--- src/rtl/rgb_panel_scan_ctrl.sv ---
// HUB75 scan scheduler: framebuffer prefetch, column shift, latch and
// binary-coded-modulation output-enable timing for an RGB matrix panel.
module rgb_panel_scan_ctrl #(
  parameter int COLS     = 32,
  parameter int ROW_BITS = 4,
  parameter int PLANES   = 4,
  parameter int BASE_OE  = 8
) (
  input  logic                         clk,
  input  logic                         reset,
  input  logic                         enable,
  output logic                         fb_rd_en,
  output logic [ROW_BITS+$clog2(COLS)-1:0] fb_addr,
  input  logic [6*PLANES-1:0]          fb_data,
  output logic [5:0]                   rgbs,
  output logic [ROW_BITS-1:0]          row,
  output logic                         clk_out,
  output logic                         latch_out,
  output logic                         oe_n,
  output logic                         frame_done,
  output logic                         busy
);

  localparam int COL_BITS = $clog2(COLS);
  localparam int PB = (PLANES > 1) ? $clog2(PLANES) : 1;
  localparam int CW = (COL_BITS + 1 > 16) ? COL_BITS + 1 : 16;
  localparam int AW = ROW_BITS + COL_BITS;

  typedef enum logic [2:0] {
    IDLE, PREFETCH, SHIFT, LATCH, DISPLAY
  } state_t;

  state_t              state, state_n;
  logic [CW-1:0]       cnt, cnt_n, cnt_inc;
  logic [ROW_BITS-1:0] row_cnt, row_cnt_n, row_n;
  logic [PB-1:0]       plane, plane_n;
  logic                rd_q;
  logic                rd_n, clk_n, latch_n, oen_n, done_n;
  logic [AW-1:0]       addr_n;
  logic [COL_BITS-1:0] col_nx;
  logic [CW-1:0]       disp_last;

  assign cnt_inc   = cnt + CW'(1);
  assign col_nx    = cnt_inc[COL_BITS:1];
  assign disp_last = (CW'(BASE_OE) << plane) - CW'(1);

  always_comb begin
    state_n   = state;
    cnt_n     = cnt;
    row_cnt_n = row_cnt;
    plane_n   = plane;
    row_n     = row;
    rd_n      = 1'b0;
    addr_n    = fb_addr;
    clk_n     = 1'b0;
    latch_n   = 1'b0;
    oen_n     = 1'b1;
    done_n    = 1'b0;
    unique case (state)
      IDLE: begin
        if (enable) begin
          state_n = PREFETCH;
          rd_n    = 1'b1;
          addr_n  = {row_cnt, COL_BITS'(0)};
        end
      end
      PREFETCH: begin
        // column 0 low phase also fetches column 1
        state_n = SHIFT;
        cnt_n   = '0;
        rd_n    = 1'b1;
        addr_n  = {row_cnt, COL_BITS'(1)};
      end
      SHIFT: begin
        if (cnt == CW'(2 * COLS - 1)) begin
          state_n = LATCH;
          latch_n = 1'b1;
          row_n   = row_cnt;
        end else begin
          cnt_n = cnt_inc;
          clk_n = cnt_inc[0];
          if (!cnt_inc[0] &&
              col_nx != COL_BITS'(COLS - 1)) begin
            rd_n   = 1'b1;
            addr_n = {row_cnt, COL_BITS'(col_nx + 1'b1)};
          end
        end
      end
      LATCH: begin
        state_n = DISPLAY;
        cnt_n   = '0;
        oen_n   = 1'b0;
      end
      DISPLAY: begin
        if (cnt == disp_last) begin
          if (plane == PB'(PLANES - 1)) begin
            plane_n   = '0;
            row_cnt_n = row_cnt + 1'b1;
            done_n    = (row_cnt == '1);
          end else begin
            plane_n = plane + 1'b1;
          end
          if (enable) begin
            state_n = PREFETCH;
            rd_n    = 1'b1;
            addr_n  = {row_cnt_n, COL_BITS'(0)};
          end else begin
            state_n = IDLE;
          end
        end else begin
          cnt_n = cnt_inc;
          oen_n = 1'b0;
        end
      end
      default: state_n = IDLE;
    endcase
  end

  always_ff @(posedge clk) begin
    if (reset) begin
      state      <= IDLE;
      cnt        <= '0;
      row_cnt    <= '0;
      plane      <= '0;
      rd_q       <= 1'b0;
      fb_rd_en   <= 1'b0;
      fb_addr    <= '0;
      rgbs       <= '0;
      row        <= '0;
      clk_out    <= 1'b0;
      latch_out  <= 1'b0;
      oe_n       <= 1'b1;
      frame_done <= 1'b0;
      busy       <= 1'b0;
    end else begin
      state      <= state_n;
      cnt        <= cnt_n;
      row_cnt    <= row_cnt_n;
      plane      <= plane_n;
      rd_q       <= fb_rd_en;
      fb_rd_en   <= rd_n;
      fb_addr    <= addr_n;
      row        <= row_n;
      clk_out    <= clk_n;
      latch_out  <= latch_n;
      oe_n       <= oen_n;
      frame_done <= done_n;
      busy       <= (state_n != IDLE);
      // read data is only trusted the cycle after a strobe
      if (rd_q)
        rgbs <= fb_data[6*int'(plane) +: 6];
    end
  end

endmodule

--- config.mk ---
export PLATFORM = sky130hd
export DESIGN_NAME = rgb_panel_scan_ctrl
export DESIGN_NICKNAME = d
export VERILOG_FILES = /design/src/rtl/rgb_panel_scan_ctrl.sv
export SDC_FILE = /design/constraint.sdc
export NUM_CORES = 1
export LEC_CHECK = 0
export BUFFER_PORTS_ARGS = -buffer_cell sky130_fd_sc_hd__buf_2
export CAP_MARGIN = 20
export CORE_MARGIN = 2
export CORE_UTILIZATION = 30
export CTS_CLUSTER_DIAMETER = 200
export DETAILED_ROUTE_END_ITERATION = 16
export PLACE_DENSITY = 0.54
export SKIP_CTS_REPAIR_TIMING = 1
export SYNTH_ARGS = -nofsm -noshare
export SYNTH_HDL_FRONTEND = slang
export SYNTH_SLANG_ARGS = --single-unit
export TNS_END_PERCENT = 50
--- constraint.sdc ---
create_clock -name clk -period 3.13 [get_ports clk]
set_clock_uncertainty 0.2 [all_clocks]
set_input_delay 0.626 -clock clk [delete_from_list [all_inputs] [get_ports clk]]
set_output_delay 0.626 -clock clk [all_outputs]
set_load 0.05 [all_outputs]
# Yosys cells after proc, flatten, opt, wreduce, memory -nomap -nowiden
# Cells that the tools add are included.
# totals
wordCells	79
input_bits	27
out_inout_bits	25
reg_bits	51
# classes
n_eq_ne	15
n_addsub	5
n_mul	1
n_bitwise	4
reduce_logical	14
muxes	24
shifts	2
# op_table
op	count
one-hot mux 16 bit (3 select lines)	1
two-way mux 9 bit	5
one-hot mux 9 bit (4 select lines)	1
two-way mux 16 bit	2
variable part select 24 x 6 -> 6 bit	1
adder 16 x 1 -> 16 bit (second input constant)	1
equality test 16 bit	1
equality test 16 x 6 -> 1 bit (second input constant)	1
<< shifter 4 x 2 -> 16 bit (first input constant)	1
subtractor 16 x 2 -> 16 bit (second input constant)	1
one-hot mux 3 bit (5 select lines)	1
!= test 2 bit (second input constant)	6
two-way mux 3 bit	3
two-way mux 1 bit	7
equality test 3 x 2 -> 1 bit (second input constant)	2
AND reduction 6 bit	1
nonzero test 3 bit	2
adder 5 x 1 -> 5 bit (second input constant)	1
!= test 5 bit (second input constant)	1
adder 4 x 1 -> 4 bit (second input constant)	1
equality test 4 bit (second input constant)	1
multiplier 2 x 2 -> 4 bit (first input constant)	1
two-way mux 4 bit	1
NOT 1 bit	4
16 further kinds	18

# Longest topological paths before layout
# Gate-level depths: netlist of the first run.
# depth
depth_word	6
depth_mapped	12
mapped_depth_nobuf	10

# Worst setup path after synthesis of the first run
# Ideal clock, no wire load.
# synth_path
kind	register to register
start	register plane[0]
end	register fb_addr[3]
setup_time_ns	0.116
t_arrival_ns	2.676
stages_incl_launch_ff	13
path_buffers	2
synth_period_minus_slack_ns	2.993
t_required_ns	2.814
path_slack_ns	0.137
path_cell_list	dfxtp_1 clkbuf_1 inv_1 ha_1 inv_1 ha_1 xor2_1 and4_1 o2111ai_4 o21ai_4 buf_4 a21oi_1 a41o_1
# synth_between
elab_chain_cells	5
# synth_lines
element	line	text
start, declared	36	logic [PB-1:0] plane, plane_n;
start signal, assigned	139	plane <= plane_n;
<< shifter 4 x 2 -> 16 bit	45	assign disp_last = (CW'(BASE_OE) << plane) - CW'(1);
subtractor 16 x 2 -> 16 bit	45	
equality test 16 bit	95	if (cnt == disp_last) begin
!= test 2 bit (no source line)	-	
AND reduction 6 bit (no source line)	-	
end signal, assigned	142	fb_addr <= addr_n;
end, declared	13	output logic [ROW_BITS+$clog2(COLS)-1:0] fb_addr,
# No other way between the ends.
# A chain may end at the register's enable or synchronous reset.

# Worst setup path after layout of the first run
# layout_path
start	register plane[0]
end	register cnt[8]
# layout_between
elab_chain_cells	5
# layout_lines
element	line	text
<< shifter 4 x 2 -> 16 bit	45	
subtractor 16 x 2 -> 16 bit	45	
equality test 16 bit	95	
!= test 2 bit (no source line)	-	
AND reduction 3 bit (no source line)	-	
end signal, assigned	137	cnt <= cnt_n;
end, declared	34	logic [CW-1:0] cnt, cnt_n, cnt_inc;
# No other way between the ends.

==> results of run 1 <==
[kinds of logic after synthesis]
family	share of synthesized area, %
xor+xnor	4.76
fa+ha+maj	4.59
simple gates	21.2
compound gates	18.6
mux	11.1
flops	34.7
buf+inv	5.06
[final timing paths]
path | from | to | slack, ns | cells past startpoint
hold / removal | fb_addr[0] | fb_addr[0] | 0.27 | 2
setup / recovery | plane[0] | cnt[8] | 0.34 | 9
hold reg to reg | fb_addr[0] | fb_addr[0] | 0.27 | 2
setup reg to reg | plane[0] | cnt[8] | 0.34 | 9
[through the flow]
stage                     utilization [%]  hold slack [ns]  cells
after floorplan                         -            0.265    330
after global placement               34.5            0.252    498
after detailed placement             34.5            0.265    498
after CTS                            35.6            0.279    505
after global routing                 35.7            0.301    505
final                                35.7            0.267    505
[registers in the layout, summed over array words and instances, names as in the netlist, 2 cells and up]
| register | flops |
|---|---|
| fb_addr | 9 |
| row_cnt | 4 |
| rgbs | 6 |
| state | 3 |
| cnt | 16 |
| plane | 2 |
| row | 4 |
[critical path, cell delays in order (launching register included)]
cell,delay [ns]
dfxtp_1,0.36
buf_4,0.22
ha_1,0.41
and3b_1,0.22
a22oi_1,0.18
o21a_1,0.33
o21ai_4,0.17
buf_12,0.19
a2111o_1,0.36
o21ai_1,0.07
[placed cells by master, fill, tap and decap left out, types with 5 or more instances in the layout]
cell type and count:
dfxtp_1 51, nor2_1 26, buf_4 8, mux4_2 6, buf_2 51, o21ai_1 15
ha_1 9, xnor2_1 6, nand3_1 10, and4_1 5, inv_1 8, nand4_1 5
nor2b_1 7, clkbuf_8 5, nand2_1 37, a21oi_1 24, nor3_1 6, a2111o_1 11
xor2_1 10, mux2i_1 17
[metal layers]
layer / vias up / wire (µm) / track usage [%]
met5: - / 0 / 0
met4: 0 / 12 / 1.21
met3: 2 / 313 / 2.58
met2: 53 / 3140 / 21.6
met1: 1173 / 3350 / 18.7
li1: 1286 / - / -
[cell type report]
cell class	count	area (µm²)	area share [%]
clock inverters	2	37.5	1.09
inverters	8	30.0	0.874
clock buffers	5	68.8	2.00
flip-flops and latches	51	1020	29.7
well taps	133	166	4.84
multi-input cells	246	1780	51.7
repair buffers	60	335	9.76
[cell usage after synthesis (2+ instances only)]
cell / count / share of area (%)
xor2_1: 10 / 3.0
nand3_1: 10 / 1.7
clkbuf_1: 12 / 1.5
a2111o_1: 11 / 4.2
a41o_1: 2 / 0.68
nor2b_1: 7 / 1.5
nand4_1: 5 / 1.1
mux2_1: 2 / 0.76
a311oi_1: 4 / 1.2
o21ai_1: 15 / 2.5
dfxtp_1: 51 / 35
a21oi_1: 24 / 4.1
nor4_1: 2 / 0.42
a21boi_0: 2 / 0.51
mux4_2: 6 / 4.6
nor4_2: 2 / 0.85
or3_1: 4 / 0.85
nand2_1: 37 / 4.7
xnor2_1: 6 / 1.8
a221oi_1: 2 / 0.59
mux2i_1: 17 / 5.8
ha_1: 10 / 4.2
nor2_1: 26 / 3.3
nand2b_1: 4 / 0.85
nor3_1: 6 / 1.0
and2_1: 2 / 0.42
inv_1: 8 / 1.0
a32o_1: 2 / 0.68
o21ai_0: 4 / 0.68
and4_1: 5 / 1.5
buf_2: 11 / 1.9
[report_power, final]
group	total, mW	switching (mW)	internal [mW]
Combinational	0.204	0.137	0.0674
Sequential	0.686	0.0172	0.669
Clock	0.455	0.221	0.234
==> impl_results.html, run 1 <==
<table>
<tr><th>Metric</th><th>Value</th></tr>
<tr><th colspan="2">Synthesis</th></tr>
<tr><td>Leading register cell type out of synthesis</td><td>dfxtp_1</td></tr>
<tr><td>Combined area of all synthesized cells</td><td>2950 µm²</td></tr>
<tr><td>Number of flops mapped to enable cells by yosys</td><td>0</td></tr>
<tr><td>Post-synthesis area per instance</td><td>8.93 µm²</td></tr>
<tr><td>Distinct cell type count of the synthesized netlist</td><td>52</td></tr>
<tr><td>Ys Warns</td><td>0</td></tr>
<tr><td>Sequential element share of the synthesized area</td><td>34.7%</td></tr>
<tr><td>Number of synthesized register bits</td><td>51</td></tr>
<tr><td>Post-synthesis cell count</td><td>330</td></tr>
<tr><td>Fraction of registers with async set/reset</td><td>0%</td></tr>
<tr><td>Net count after synthesis</td><td>367</td></tr>
<tr><th colspan="2">Power</th></tr>
<tr><td>Post-layout power</td><td>1.35 mW</td></tr>
<tr><td>Power density relative to cell area</td><td>392 nW/µm²</td></tr>
<tr><td>Max IR drop VDD</td><td>0.000174 V</td></tr>
<tr><td>Leakage power</td><td>1.36 nW</td></tr>
<tr><th colspan="2">Global route</th></tr>
<tr><td>Initial antenna violation count</td><td>0</td></tr>
<tr><td>Largest net degree at the start of global routing</td><td>30</td></tr>
<tr><td>First-pass GRT wire length</td><td>11.4 mm</td></tr>
<tr><td>Global route overflow</td><td>0</td></tr>
<tr><td>Number of global-route vias before repair</td><td>2295</td></tr>
<tr><td>Tot GR Track Use</td><td>13.2%</td></tr>
<tr><th colspan="2">Detailed routing</th></tr>
<tr><td>DR WL/cell</td><td>13.5 µm</td></tr>
<tr><td>Starting DRT DRC Count</td><td>117</td></tr>
<tr><td>Post-detailed-route DRC marker count</td><td>0</td></tr>
<tr><td>Total number of vias</td><td>2514</td></tr>
<tr><td>Remaining antenna violation count after routing</td><td>0</td></tr>
<tr><td>Vias per std cell</td><td>4.98</td></tr>
<tr><td>Overall routed net length</td><td>6.82 mm</td></tr>
<tr><td>Initial DRT Pass Iterations</td><td>4</td></tr>
<tr><th colspan="2">Layout</th></tr>
<tr><td>Layout area overhead</td><td>16.7%</td></tr>
<tr><td>Antenna diodes</td><td>0</td></tr>
<tr><td>Count of nets after finishing</td><td>409</td></tr>
<tr><td>Final non-filler cell area</td><td>3440 µm²</td></tr>
<tr><td>Layout filler cell count</td><td>1031</td></tr>
<tr><td>Layout cell share with drive strength beyond 1</td><td>22.0%</td></tr>
<tr><th colspan="2">Place</th></tr>
<tr><td>PortBufs</td><td>51</td></tr>
<tr><td>GP Congestion</td><td>0.807</td></tr>
<tr><td>HPWL Detailed</td><td>5.18 mm</td></tr>
<tr><td>Post-Place Cell Area</td><td>3330 µm²</td></tr>
<tr><td>DP Worst Slack</td><td>0.321 ns</td></tr>
<tr><th colspan="2">Floorplanning</th></tr>
<tr><td>Core ar.</td><td>9640 µm²</td></tr>
<tr><td>Die extent in y</td><td>103 µm</td></tr>
<tr><td>Die W</td><td>103 µm</td></tr>
<tr><td>Initial standard-cell utilization of the core</td><td>30.6%</td></tr>
<tr><td>Site Rows</td><td>36</td></tr>
<tr><td>Die area</td><td>10600 µm²</td></tr>
<tr><td>Number of placed I/O pins</td><td>52</td></tr>
<tr><th colspan="2">Timing</th></tr>
<tr><td>Final setup violation count</td><td>0</td></tr>
<tr><td>Unrepaired setup endpoints after global routing</td><td>false</td></tr>
<tr><td>Hold violation count in the final report</td><td>0</td></tr>
<tr><td>Slew at the pin closest to its max-slew limit</td><td>0.465 ns</td></tr>
<tr><td>Worst slew margin relative to its limit</td><td>68.8%</td></tr>
<tr><td>Number of slew-limit violations in the final report</td><td>0</td></tr>
<tr><td>Share of the clock period used by the worst path</td><td>89.1%</td></tr>
<tr><td>Final worst slack</td><td>0.341 ns</td></tr>
<tr><td>Minimum period implied by the final worst setup slack</td><td>2.79 ns</td></tr>
<tr><td>Final setup TNS</td><td>0 ns</td></tr>
<tr><td>Upper clock frequency limit</td><td>359 MHz</td></tr>
<tr><th colspan="2">Flow run</th></tr>
<tr><td>Max-cap violations</td><td>0</td></tr>
<tr><th colspan="2">Critical path</th></tr>
<tr><td>Critical Path End Type</td><td>flop</td></tr>
<tr><td>Type of the setup path with the least slack</td><td>flop to flop</td></tr>
<tr><td>Critical Path Fanout Max</td><td>21</td></tr>
<tr><td>WP data arrival</td><td>2.82 ns</td></tr>
<tr><td>Req. time, crit path</td><td>3.16 ns</td></tr>
<tr><td>Critical Path Start Type</td><td>flop</td></tr>
<tr><th colspan="2">CTS</th></tr>
<tr><td>H-tree level count</td><td>2</td></tr>
<tr><td>Sinks on Clock Net</td><td>51</td></tr>
<tr><td>Clock Latency Late Sink</td><td>0.30 ns</td></tr>
<tr><td>Maximum root-to-sink buffer count</td><td>2</td></tr>
<tr><td>TritonCTS clock tree</td><td>built</td></tr>
<tr><td>Clock tree root buffer cell</td><td>clkbuf_8</td></tr>
<tr><td>Number of buffers added by the clock tree synthesis step</td><td>5</td></tr>
<tr><td>Clock-pin transition on the worst setup and hold timing paths</td><td>0.10 ns</td></tr>
<tr><th colspan="2">Min path</th></tr>
<tr><td>Hold Path Class</td><td>flop to flop</td></tr>
<tr><th colspan="2">Status</th></tr>
<tr><td>Status</td><td>completed</td></tr>
</table>
No activity file was read; power rests on OpenSTA's default activity.
==> inputs of run 2 (changes only) <==
Clock period 3.13 ns to 2.3 ns, I/O delays scaled along.
==> run 2 against run 1 <==
- the run now ends with negative setup slack left
- first-iteration DRC count is 46% higher
- die area stayed put
- sequential share of layout area is 2.7 points lower
- non-clock buffer count is 30 higher
- critical path depth is 2 higher
- count of clock-buffer cells in the layout stayed put
- sequential cell count stayed put
- global-route usage is 0.89 points higher
- final area is 11% higher
- sequential power is 36% higher
- total power is 37% higher
- core utilization is 3.8 points higher
- critical path type unchanged
- critical endpoint is now row_cnt[2]
==> impl_results.html, run 2 (same netlist as run 1, synthesis figures left out) <==
<table>
<tr><th>Metric</th><th>Value</th></tr>
<tr><th colspan="2">Critical path</th></tr>
<tr><td>Critical Path End Type</td><td>flop (unchanged)</td></tr>
<tr><td>Critical Path Fanout Max</td><td>5 (was 21)</td></tr>
<tr><td>Type of the setup path with the least slack</td><td>flop to flop (unchanged)</td></tr>
<tr><td>Worst R2R Setup Slack</td><td>-0.11 ns (was 0.34 ns)</td></tr>
<tr><td>WP data arrival</td><td>2.48 ns (was 2.82 ns)</td></tr>
<tr><td>CP Launch Point</td><td>plane[0] (unchanged)</td></tr>
<tr><td>R2R Path Start</td><td>plane[0] (unchanged)</td></tr>
<tr><td>Slowest cell on the critical path</td><td>dfxtp_4 (was ha_1)</td></tr>
<tr><td>Most frequent cell on the critical path</td><td>ha_4</td></tr>
<tr><td>Ordered cell list for the critical path</td><td>inv_6 &gt; ha_4 &gt; inv_2 &gt; ha_4 &gt; nand2b_1 &gt; xnor2_1 &gt; o21a_1 &gt; buf_4 &gt; nor3_4 &gt; or3b_1 &gt; a21oi_2 (was buf_4 &gt; ha_1 &gt; and3b_1 &gt; a22oi_1 &gt; o21a_1 &gt; o21ai_4 &gt; buf_12 &gt; a2111o_1 &gt; o21ai_1)</td></tr>
<tr><td>Depth of the worst register-to-register path</td><td>11 (was 9)</td></tr>
<tr><td>Worst r2r dst</td><td>row_cnt[2] (was cnt[8])</td></tr>
<tr><td>Crit path largest cell delay</td><td>0.42 ns (was 0.41 ns)</td></tr>
<tr><td>Req. time, crit path</td><td>2.37 ns (was 3.16 ns)</td></tr>
<tr><td>Critical Path Start Type</td><td>flop (unchanged)</td></tr>
<tr><th colspan="2">Layout</th></tr>
<tr><td>Antenna diodes</td><td>0 (unchanged)</td></tr>
<tr><td>Post-route core utilization</td><td>39.5% (was 35.7%)</td></tr>
<tr><td>Layout cell share with drive strength beyond 1</td><td>35.2% (was 22.0%)</td></tr>
<tr><td>Top Registers</td><td>cnt: 16 flops, fb_addr: 9 flops, rgbs: 6 flops (unchanged)</td></tr>
<tr><td>Final non-filler cell area</td><td>3810 µm² (was 3440 µm²)</td></tr>
<tr><td>Max FFs per register</td><td>16 (unchanged)</td></tr>
<tr><td>Commonest cells after routing, fill and taps aside</td><td>51 x buf_2, 49 x dfxtp_1, 37 x nand2_1 (was 51 x dfxtp_1, 51 x buf_2, 37 x nand2_1)</td></tr>
<tr><td>Layout area overhead</td><td>29.2% (was 16.7%)</td></tr>
<tr><td>Layout filler cell count</td><td>1022 (was 1031)</td></tr>
<tr><td>Count of nets after finishing</td><td>439 (was 409)</td></tr>
<tr><td>Most frequent standard cell in the layout excluding fill and tap cells</td><td>buf_2</td></tr>
<tr><td>Most flops, register</td><td>cnt (unchanged)</td></tr>
<tr><th colspan="2">Timing</th></tr>
<tr><td>Number of slew-limit violations in the final report</td><td>0 (unchanged)</td></tr>
<tr><td>Slew at the pin closest to its max-slew limit</td><td>0.414 ns (was 0.465 ns)</td></tr>
<tr><td>Upper clock frequency limit</td><td>414 MHz (was 359 MHz)</td></tr>
<tr><td>Share of the clock period used by the worst path</td><td>105% (was 89.1%)</td></tr>
<tr><td>Final setup violation count</td><td>27 (was 0)</td></tr>
<tr><td>Minimum period implied by the final worst setup slack</td><td>2.41 ns (was 2.79 ns)</td></tr>
<tr><td>Unrepaired setup endpoints after global routing</td><td>true (was false)</td></tr>
<tr><td>Final worst slack</td><td>-0.114 ns (was 0.341 ns)</td></tr>
<tr><td>Hold violation count in the final report</td><td>0 (unchanged)</td></tr>
<tr><td>Worst slew margin relative to its limit</td><td>72.4% (was 68.8%)</td></tr>
<tr><th colspan="2">CTS</th></tr>
<tr><td>H-tree level count</td><td>2 (unchanged)</td></tr>
<tr><td>Maximum root-to-sink buffer count</td><td>2 (unchanged)</td></tr>
<tr><td>Clock Latency Late Sink</td><td>0.32 ns (was 0.30 ns)</td></tr>
<tr><td>Number of buffers added by the clock tree synthesis step</td><td>5 (unchanged)</td></tr>
<tr><td>Sinks on Clock Net</td><td>51 (unchanged)</td></tr>
<tr><td>Clock-pin transition on the worst setup and hold timing paths</td><td>0.12 ns (was 0.10 ns)</td></tr>
<tr><td>Clock tree root buffer cell</td><td>clkbuf_8 (unchanged)</td></tr>
<tr><td>TritonCTS clock tree</td><td>built (unchanged)</td></tr>
<tr><th colspan="2">Floorplanning</th></tr>
<tr><td>Number of placed I/O pins</td><td>52 (unchanged)</td></tr>
<tr><td>Die extent in y</td><td>103 µm (unchanged)</td></tr>
<tr><td>Initial standard-cell utilization of the core</td><td>30.6% (unchanged)</td></tr>
<tr><td>Site Rows</td><td>36 (unchanged)</td></tr>
<tr><td>Die W</td><td>103 µm (unchanged)</td></tr>
<tr><td>Die area</td><td>10600 µm² (unchanged)</td></tr>
<tr><td>Core ar.</td><td>9640 µm² (unchanged)</td></tr>
<tr><th colspan="2">Status</th></tr>
<tr><td>Status</td><td>finished with violations (was completed)</td></tr>
<tr><td>Failing checks</td><td>negative setup slack</td></tr>
<tr><th colspan="2">Detailed routing</th></tr>
<tr><td>Vias per std cell</td><td>4.98 (about the same)</td></tr>
<tr><td>Total number of vias</td><td>2670 (was 2514)</td></tr>
<tr><td>DR WL/cell</td><td>13.6 µm (was 13.5 µm)</td></tr>
<tr><td>Post-detailed-route DRC marker count</td><td>0 (unchanged)</td></tr>
<tr><td>Initial DRT Pass Iterations</td><td>4 (unchanged)</td></tr>
<tr><td>Starting DRT DRC Count</td><td>171 (was 117)</td></tr>
<tr><td>Overall routed net length</td><td>7.26 mm (was 6.82 mm)</td></tr>
<tr><td>Remaining antenna violation count after routing</td><td>0 (unchanged)</td></tr>
<tr><th colspan="2">Power</th></tr>
<tr><td>Clock Power Share</td><td>32.0% (was 33.8%)</td></tr>
<tr><td>Flop pwr share</td><td>50.4% (was 51.0%)</td></tr>
<tr><td>Net Sw Frac</td><td>32.0% (was 27.9%)</td></tr>
<tr><td>Switching power</td><td>591 µW (was 375 µW)</td></tr>
<tr><td>Internal power summed over all cells</td><td>1.26 mW (was 971 µW)</td></tr>
<tr><td>Power density relative to cell area</td><td>485 nW/µm² (was 392 nW/µm²)</td></tr>
<tr><td>Fraction of power consumed by combinational cells</td><td>17.6% (was 15.2%)</td></tr>
<tr><td>Leakage power</td><td>1.53 nW (was 1.36 nW)</td></tr>
<tr><td>Post-layout power</td><td>1.85 mW (was 1.35 mW)</td></tr>
<tr><td>Max IR drop VDD</td><td>0.000227 V (was 0.000174 V)</td></tr>
<tr><th colspan="2">Place</th></tr>
<tr><td>Post-Place Cell Area</td><td>3620 µm² (was 3330 µm²)</td></tr>
<tr><td>HPWL Detailed</td><td>5.29 mm (was 5.18 mm)</td></tr>
<tr><td>DP Worst Slack</td><td>-0.155 ns (was 0.321 ns)</td></tr>
<tr><td>GP Congestion</td><td>0.767 (was 0.807)</td></tr>
<tr><td>PortBufs</td><td>51 (unchanged)</td></tr>
<tr><th colspan="2">Global route</th></tr>
<tr><td>Tot GR Track Use</td><td>14.1% (was 13.2%)</td></tr>
<tr><td>Initial antenna violation count</td><td>0 (unchanged)</td></tr>
<tr><td>First-pass GRT wire length</td><td>11.9 mm (was 11.4 mm)</td></tr>
<tr><td>Number of global-route vias before repair</td><td>2454 (was 2295)</td></tr>
<tr><td>Global route overflow</td><td>0 (unchanged)</td></tr>
<tr><td>Largest net degree at the start of global routing</td><td>28 (was 30)</td></tr>
<tr><th colspan="2">Min path</th></tr>
<tr><td>Hold Path Class</td><td>input pin to flop (was flop to flop)</td></tr>
<tr><td>Number of stages on the worst hold path</td><td>3 (was 2)</td></tr>
<tr><td>Worst hold endpoint</td><td>state[0] (was fb_addr[0])</td></tr>
<tr><td>Startpoint of the most critical hold path</td><td>enable (was fb_addr[0])</td></tr>
<tr><th colspan="2">Flow run</th></tr>
<tr><td>Max-cap violations</td><td>0 (unchanged)</td></tr>
</table>
==> run 2: changes by cell type in the layout (fill, tap and decap cells not counted), sizes merged <==
cell	previous run	this run
clkinvlp	1	0
buf	60	90
inv	8	9
clkinv	0	2
bufinv	1	0
==> run 2: worst max path at each step <==
stage          slack (ns)    endpoint
5_1_grt             -0.25  fb_addr[8]
3_5_place_dp        -0.16  row_cnt[2]
2_1_floorplan       -0.25  fb_addr[2]
3_3_place_gp        -0.15  row_cnt[2]
6_report            -0.11  row_cnt[2]
4_1_cts             -0.19  row_cnt[2]
==> run 2: layout make-up <==
type	count	area [µm²]	share of cell area, %
multi-input cells	246	1900	49.9
repair buffers	90	577	15.2
clock buffers	5	68.8	1.81
flip-flops and latches	51	1030	27.0
inverters	8	37.5	0.986
well taps	133	166	4.37
clock inverters	3	28.8	0.756
==> run 2: power groups by stage <==
stage	Combinational [mW]	Clock [mW]	Sequential (mW)
after CTS	0.316	0.607	0.932
final	0.325	0.590	0.931
after detailed placement	0.315	0	0.952
after floorplan	0.139	0	1.02
after global placement	0.313	0	0.951
after global routing	0.352	0.650	0.935
==> run 2: per-layer routing <==
| metal | track usage [%] | wire length, µm | vias up |
|---|---|---|---|
| li1 | - | - | 1342 |
| met1 | 19.4 | 3520 | 1274 |
| met2 | 23.3 | 3460 | 49 |
| met3 | 2.44 | 216 | 5 |
| met4 | 2.73 | 64 | 0 |
| met5 | 0 | 0 | - |
==> run 2: worst max-delay path, delay by kind of cell, from the launching register on <==
| kind | cells | cell delay (ns) |
|---|---|---|
| compound gates | 2 | 0.39 |
| buf+inv | 3 | 0.26 |
| xor+xnor | 1 | 0.14 |
| flops | 1 | 0.42 |
| fa+ha+maj | 2 | 0.28 |
| simple gates | 3 | 0.67 |
==> run 2: stage by stage <==
step                TNS, ns  hold WS, ns  cells
floorplan             -4.43        0.265    330
global placement      -1.59        0.252    526
detailed placement    -2.94        0.261    526
CTS                   -3.68        0.219    534
global route          -6.43        0.221    536
finish                -1.74        0.221    536
